### config.mk
export PLATFORM = sky130hd
export DESIGN_NAME = midi_note_ctrl
export DESIGN_NICKNAME = d
export VERILOG_FILES = /design/src/rtl/midi_note_ctrl.sv
export SDC_FILE = /design/constraint.sdc
export NUM_CORES = 1
export LEC_CHECK = 0
export BUFFER_PORTS_ARGS = -buffer_cell sky130_fd_sc_hd__buf_2
export CAP_MARGIN = 5
export CELL_PAD_IN_SITES_DETAIL_PLACEMENT = 0
export CELL_PAD_IN_SITES_GLOBAL_PLACEMENT = 1
export CORE_MARGIN = 1
export CORE_UTILIZATION = 45
export CTS_BUF_LIST = sky130_fd_sc_hd__clkbuf_8
export DETAILED_ROUTE_END_ITERATION = 16
export PLACE_DENSITY_LB_ADDON = 0.1
export SYNTH_ARGS = -nofsm -noshare
export SYNTH_HDL_FRONTEND = slang
export SYNTH_SLANG_ARGS = --single-unit
### constraint.sdc
create_clock -name clk_i -period 4.1 [get_ports clk_i]
set_clock_uncertainty 0.05 [all_clocks]
set_input_delay 0.82 -clock clk_i [delete_from_list [all_inputs] [get_ports clk_i]]
set_output_delay 0.82 -clock clk_i [all_outputs]
set_load 0.02 [all_outputs]
### src/rtl/midi_note_ctrl.sv
// MIDI note-on/note-off parser and voice allocator for NVOICE oscillators.
// Optional round-robin voice stealing is enabled by defining VOICE_STEAL_EN.

`ifndef OSC_CNT_BW
`define OSC_CNT_BW 22
`endif

`ifndef NOTE_HALF_0
`define NOTE_HALF_0  22'd3057805
`define NOTE_HALF_1  22'd2886169
`define NOTE_HALF_2  22'd2724202
`define NOTE_HALF_3  22'd2571302
`define NOTE_HALF_4  22'd2426974
`define NOTE_HALF_5  22'd2290761
`define NOTE_HALF_6  22'd2162199
`define NOTE_HALF_7  22'd2040833
`define NOTE_HALF_8  22'd1926289
`define NOTE_HALF_9  22'd1818182
`define NOTE_HALF_10 22'd1716137
`define NOTE_HALF_11 22'd1619811
`endif

module midi_note_ctrl #(
  parameter int          NVOICE  = 4,
  parameter logic [3:0]  MIDI_CH = 4'd0
) (
  input  logic                   clk_i,
  input  logic                   nrst_i,
  input  logic                   byteValid_i,
  input  logic [7:0]             byte_i,
  input  logic [NVOICE-1:0]      activeMask_i,
  output logic                   noteOnStrb_o,
  output logic                   noteOffStrb_o,
  output logic [NVOICE-1:0]      ch_o,
  output logic [`OSC_CNT_BW-1:0] halfCntPeriod_o,
  output logic [1:0]             parser_state
);

  localparam int HW = `OSC_CNT_BW;

  typedef enum logic [1:0] {
    IDLE   = 2'd0,
    DATA1  = 2'd1,
    DATA2  = 2'd2,
    IGNORE = 2'd3
  } state_t;

  state_t     state, state_n;
  logic       type_on;
  logic [6:0] note_q;
  logic [6:0] notes [NVOICE];

  logic is_rt, is_ours;
  logic latch_type, latch_note, fire;

  assign parser_state = state;

  assign is_rt   = byte_i >= 8'hF8;
  assign is_ours = byte_i[7] && (byte_i[7:4] == 4'h9 || byte_i[7:4] == 4'h8) &&
                   (byte_i[3:0] == MIDI_CH);

  always_ff @(posedge clk_i) begin
    if (!nrst_i) state <= IDLE;
    else         state <= state_n;
  end

  // Data bytes in DATA2 loop back to DATA1 so running status works.
  always_comb begin
    state_n    = state;
    latch_type = 1'b0;
    latch_note = 1'b0;
    fire       = 1'b0;
    if (byteValid_i && !is_rt) begin
      if (byte_i[7]) begin
        if (is_ours) begin
          latch_type = 1'b1;
          state_n    = DATA1;
        end else begin
          state_n = IGNORE;
        end
      end else begin
        case (state)
          DATA1: begin
            latch_note = 1'b1;
            state_n    = DATA2;
          end
          DATA2: begin
            fire    = 1'b1;
            state_n = DATA1;
          end
          default: state_n = state;
        endcase
      end
    end
  end

  function automatic logic [HW-1:0] note_half(input logic [6:0] n);
    logic [3:0]    k;
    logic [3:0]    oct;
    logic [HW-1:0] base;
    k   = 4'(n % 7'd12);
    oct = 4'(n / 7'd12);
    case (k)
      4'd0:    base = `NOTE_HALF_0;
      4'd1:    base = `NOTE_HALF_1;
      4'd2:    base = `NOTE_HALF_2;
      4'd3:    base = `NOTE_HALF_3;
      4'd4:    base = `NOTE_HALF_4;
      4'd5:    base = `NOTE_HALF_5;
      4'd6:    base = `NOTE_HALF_6;
      4'd7:    base = `NOTE_HALF_7;
      4'd8:    base = `NOTE_HALF_8;
      4'd9:    base = `NOTE_HALF_9;
      4'd10:   base = `NOTE_HALF_10;
      default: base = `NOTE_HALF_11;
    endcase
    return base >> oct;
  endfunction

  logic [NVOICE-1:0] match, match_oh, free, free_oh, sel;
  logic              all_held, vel_zero, do_on, do_off;
  logic [HW-1:0]     half_sel;

`ifdef VOICE_STEAL_EN
  localparam int PW = (NVOICE > 1) ? $clog2(NVOICE) : 1;
  logic [PW-1:0]     steal_ptr;
  logic [NVOICE-1:0] steal_oh;
  logic              steal_adv;

  always_comb begin
    for (int i = 0; i < NVOICE; i++) steal_oh[i] = (steal_ptr == PW'(i));
  end

  always_ff @(posedge clk_i) begin
    if (!nrst_i)        steal_ptr <= '0;
    else if (steal_adv) steal_ptr <= (steal_ptr == PW'(NVOICE - 1)) ? '0 : steal_ptr + 1'b1;
  end
`endif

  always_comb begin
    for (int i = 0; i < NVOICE; i++) match[i] = activeMask_i[i] && (notes[i] == note_q);
  end

  assign free     = ~activeMask_i;
  assign match_oh = match & (~match + NVOICE'(1));
  assign free_oh  = free & (~free + NVOICE'(1));
  assign all_held = &activeMask_i;
  assign vel_zero = (byte_i[6:0] == 7'd0);
  assign half_sel = note_half(note_q);

  // A full voice set takes the steal/drop path even if a held voice has the note.
  always_comb begin
    sel    = '0;
    do_on  = 1'b0;
    do_off = 1'b0;
`ifdef VOICE_STEAL_EN
    steal_adv = 1'b0;
`endif
    if (fire) begin
      if (type_on && !vel_zero) begin
        if (all_held) begin
`ifdef VOICE_STEAL_EN
          sel       = steal_oh;
          do_on     = 1'b1;
          steal_adv = 1'b1;
`else
          do_on = 1'b0;
`endif
        end else if (|match) begin
          sel   = match_oh;
          do_on = 1'b1;
        end else begin
          sel   = free_oh;
          do_on = 1'b1;
        end
      end else if (|match) begin
        sel    = match_oh;
        do_off = 1'b1;
      end
    end
  end

  always_ff @(posedge clk_i) begin
    if (!nrst_i) begin
      type_on <= 1'b0;
      note_q  <= '0;
      for (int i = 0; i < NVOICE; i++) notes[i] <= '0;
    end else begin
      if (latch_type) type_on <= (byte_i[7:4] == 4'h9);
      if (latch_note) note_q  <= byte_i[6:0];
      if (do_on) begin
        for (int i = 0; i < NVOICE; i++) if (sel[i]) notes[i] <= note_q;
      end
    end
  end

  always_ff @(posedge clk_i) begin
    if (!nrst_i) begin
      noteOnStrb_o    <= 1'b0;
      noteOffStrb_o   <= 1'b0;
      ch_o            <= '0;
      halfCntPeriod_o <= '0;
    end else begin
      noteOnStrb_o  <= do_on;
      noteOffStrb_o <= do_off;
      if (do_on || do_off) begin
        ch_o            <= sel;
        halfCntPeriod_o <= half_sel;
      end
    end
  end

endmodule

==> out/qor.yml <==
hold_path_class: "flop to flop"
max_slew_margin_pct: 35.42
status: "finished, violations left"
worst_r2r_endpoint: "halfCntPeriod_o[7]$_SDFFE_PN0P_"
antenna_cells: 0
fin_area_um2: 5612
critPathCapture: "halfCntPeriod_o[7]$_SDFFE_PN0P_"
wl_per_cell_um: 19.66
cts_num_sinks: 66
cp-startpoint: "note_q[4]$_SDFFE_PN0P_"
grt_antenna_before_repair: 0
synth_edf_count: 28
pin_count: 45
placed_cell_area_um2: 5426
num_vias: 5017
intPower_mw: 1.052
power_density_nw_per_um2: 258.7
grt-ovfl-total: 0
n_fill_cell: 1064
reg2reg_from: "note_q[4]$_SDFFE_PN0P_"
crit_family: "compound AO/OA/AOI/OAI gates"
grt_pass1_vias: 4656
synth_area_um2: 4992
cts_hold_buffers: 0
ir_worst_vdd_uv: 180.2
die_height_um: 107.3
grt_usage_pct: 28.56
yosysSeqAreaShare_pct: 32.08
sw_frac_of_total_pct: 27.53
htree_levels: 3
die_x_um: 107.3
arrival_ns: 3.84
place_ws_ns: 0.6189
tns_ns: 0
synth_cell_types: 82
synth_seq_cells: 66
path_buf_inv: 2
crit_type: "flop to flop"
root_buffer: "clkbuf_8"
route.detailed.drc: 1
post_cts_buffers: 0
p_clk_share_pct: 36.1
setup_slack_ns: 0.4989
clkLatencyLatePin_ns: 0.34
clk_pin_slew_ns: 0.07
yosys_warnings: 0
syn_to_final_growth_pct: 12.41
leakage_nw: 2.031
drt-total-wl_um: 15790
cp_data_required_time_ns: 4.34
end_kind: "flop"
cts_buffers: 9
max_cap_viol_count: 0
core_um2: 10840
worst_r2r_path_depth: 9
gp_congestion: 0.9480
dr.pass1.iters: 13
whs_ns: 0.3960
cpMaxStageDelayCell: "dfxtp_1"
final_cells: 803
period_share_pct: 87.83
fp-row-count: 38
timing.fmax_ghz: 0.2777
grt_pass1_wl_um: 25130
die_area_um2: 11520
start_kind: "flop"
violations: "design-rule violations"
ff2ff_setup_slack_ns: 0.50
antenna_left: 0
final_net_count: 679
slew_viol_final: 0
seq_area_um2: 1602
seq_power_share_pct: 48.6
syn_nets: 639
initial_core_util_pct: 46.05
worstSetupPathDepth: 9
slowest_delay_ns: 0.73
dp_hpwl_um: 11610
worst-path-max-fanout: 18
async_flop_share_pct: 0
drtIter0Drc: 493
min_period_ns: 3.601
cts_buffer_depth: 2
grt_max_degree: 25
multi_input_area_um2: 3129
synth_area_per_cell_um2: 8.078
viasPerCell: 6.248
cts_resized: 0
p_comb_share_pct: 15.3
io_buffers: 44
cts_tree: "done"
worst_pin_slew_ns: 0.9585
ys.flop_type: "dfxtp_1"
crit_chain: "buf_4, inv_1, a32o_1, a211oi_1, a22oi_1, o21ai_0, a21oi_1, a221oi_1, a22o_1"
drive_gt1_share_pct: 17.95
rsz0062_at_grt: "false"
final_hold_viol_count: 0
place_inst: 787
p_sw_mw: 0.3998
final_cell_mix: "60 x nor2_1, 48 x nand2_1, 44 x buf_2"
layout_commonest_cell: "nor2_1"
setup_viol: 0
netlist_instances: 618
worstHoldStart: "halfCntPeriod_o[19]$_SDFFE_PN0P_"
## cells in the mapped netlist, types with 4 or more instances
library cell,n,area (µm²)
nor2_1,60,225.2
inv_1,11,41.29
clkbuf_1,32,120.1
mux2i_1,12,120.1
nand2_1,48,180.2
buf_2,11,55.05
dfxtp_1,38,760.7
o21ai_1,9,45.04
a21oi_1,42,210.2
o21ai_0,36,180.2
o22ai_1,4,25.02
xnor2_1,30,262.8
a22o_1,4,35.03
edfxtp_1,28,840.8
a31oi_1,11,68.82
o21a_1,4,30.03
nand2b_1,8,50.05
and3_1,8,50.05
ha_1,6,75.07
a21o_1,4,30.03
a32oi_1,4,35.03
mux2_2,5,56.30
nand4_1,14,87.58
nand3_1,19,95.09
a311oi_1,4,35.03
or3_1,7,43.79
nor3_1,40,200.2
a211oi_1,7,52.55
o31ai_1,4,30.03
nor2b_1,5,31.28
a221o_1,4,40.04
o211ai_1,13,97.59
a22oi_1,8,60.06
## sequential cells by signal, indices dropped and copies added, names as in the netlist
name             flops
noteOffStrb_o        1
halfCntPeriod_o     22
parser_state         2
notes               28
ch_o                 4
noteOnStrb_o         1
note_q               7
type_on              1
## metal layers
layer | GRT usage, % | wire length [µm] | up-vias
li1 | - | - | 2403
met1 | 40.33 | 7364 | 2391
met2 | 43.73 | 7006 | 187
met3 | 3.632 | 956 | 36
met4 | 12.13 | 459 | 0
met5 | 0 | 0 | -
## tightest hold or removal path, cell delays in order, from the launching register on
cell	delay (ns)
dfxtp_1	0.31
nand2_1	0.05
a21oi_1	0.05
## cells by family (layout without fill, tap and decap cells)
| group | after synthesis | count (layout) | synth area share [%] |
|---|---|---|---|
| buffers and inverters | 62 | 107 | 5.238 |
| adders and majority gates | 6 | 6 | 1.504 |
| muxes | 18 | 18 | 3.985 |
| AOI/OAI and AO/OA | 197 | 197 | 27.32 |
| and+or+nand+nor | 237 | 237 | 23.89 |
| DFF | 66 | 66 | 32.08 |
| xor gates and xnor gates | 32 | 32 | 5.990 |
## final cells by class
class,instances,area share [%]
sequential,66,28.54
timing repair buffer,77,8.339
tap,140,3.122
inverter,14,0.9365
clock buffer,9,2.207
clock inverter,7,1.093
multi-input combinational,490,55.76
## power groups by stage
stage	Combinational (mW)	Sequential (mW)	Clock, mW
2_1_floorplan	0.151	0.720	0
3_3_place_gp	0.217	0.719	0
3_5_place_dp	0.217	0.720	0
4_1_cts	0.218	0.705	0.531
5_1_grt	0.243	0.707	0.562
6_report	0.222	0.705	0.525
## how the worst min path moves through the flow
stage	to	slack, ns	depth (start not counted)
6_report	halfCntPeriod_o[19]$_SDFFE_PN0P_	0.40	2
3_5_place_dp	halfCntPeriod_o[17]$_SDFFE_PN0P_	0.39	2
4_1_cts	halfCntPeriod_o[19]$_SDFFE_PN0P_	0.40	2
3_3_place_gp	halfCntPeriod_o[9]$_SDFFE_PN0P_	0.38	2
5_1_grt	halfCntPeriod_o[19]$_SDFFE_PN0P_	0.41	2
2_1_floorplan	type_on$_SDFFE_PN0P_	0.43	2
## per-stage QoR
step / utilization (%) / power [mW]
6_report: 51.77 / 1.452
4_1_cts: 51.77 / 1.454
3_3_place_gp: 50.06 / 0.9369
3_5_place_dp: 50.06 / 0.9367
5_1_grt: 51.77 / 1.511
2_1_floorplan: - / 0.8706
Power figures use the tool's default switching activity.
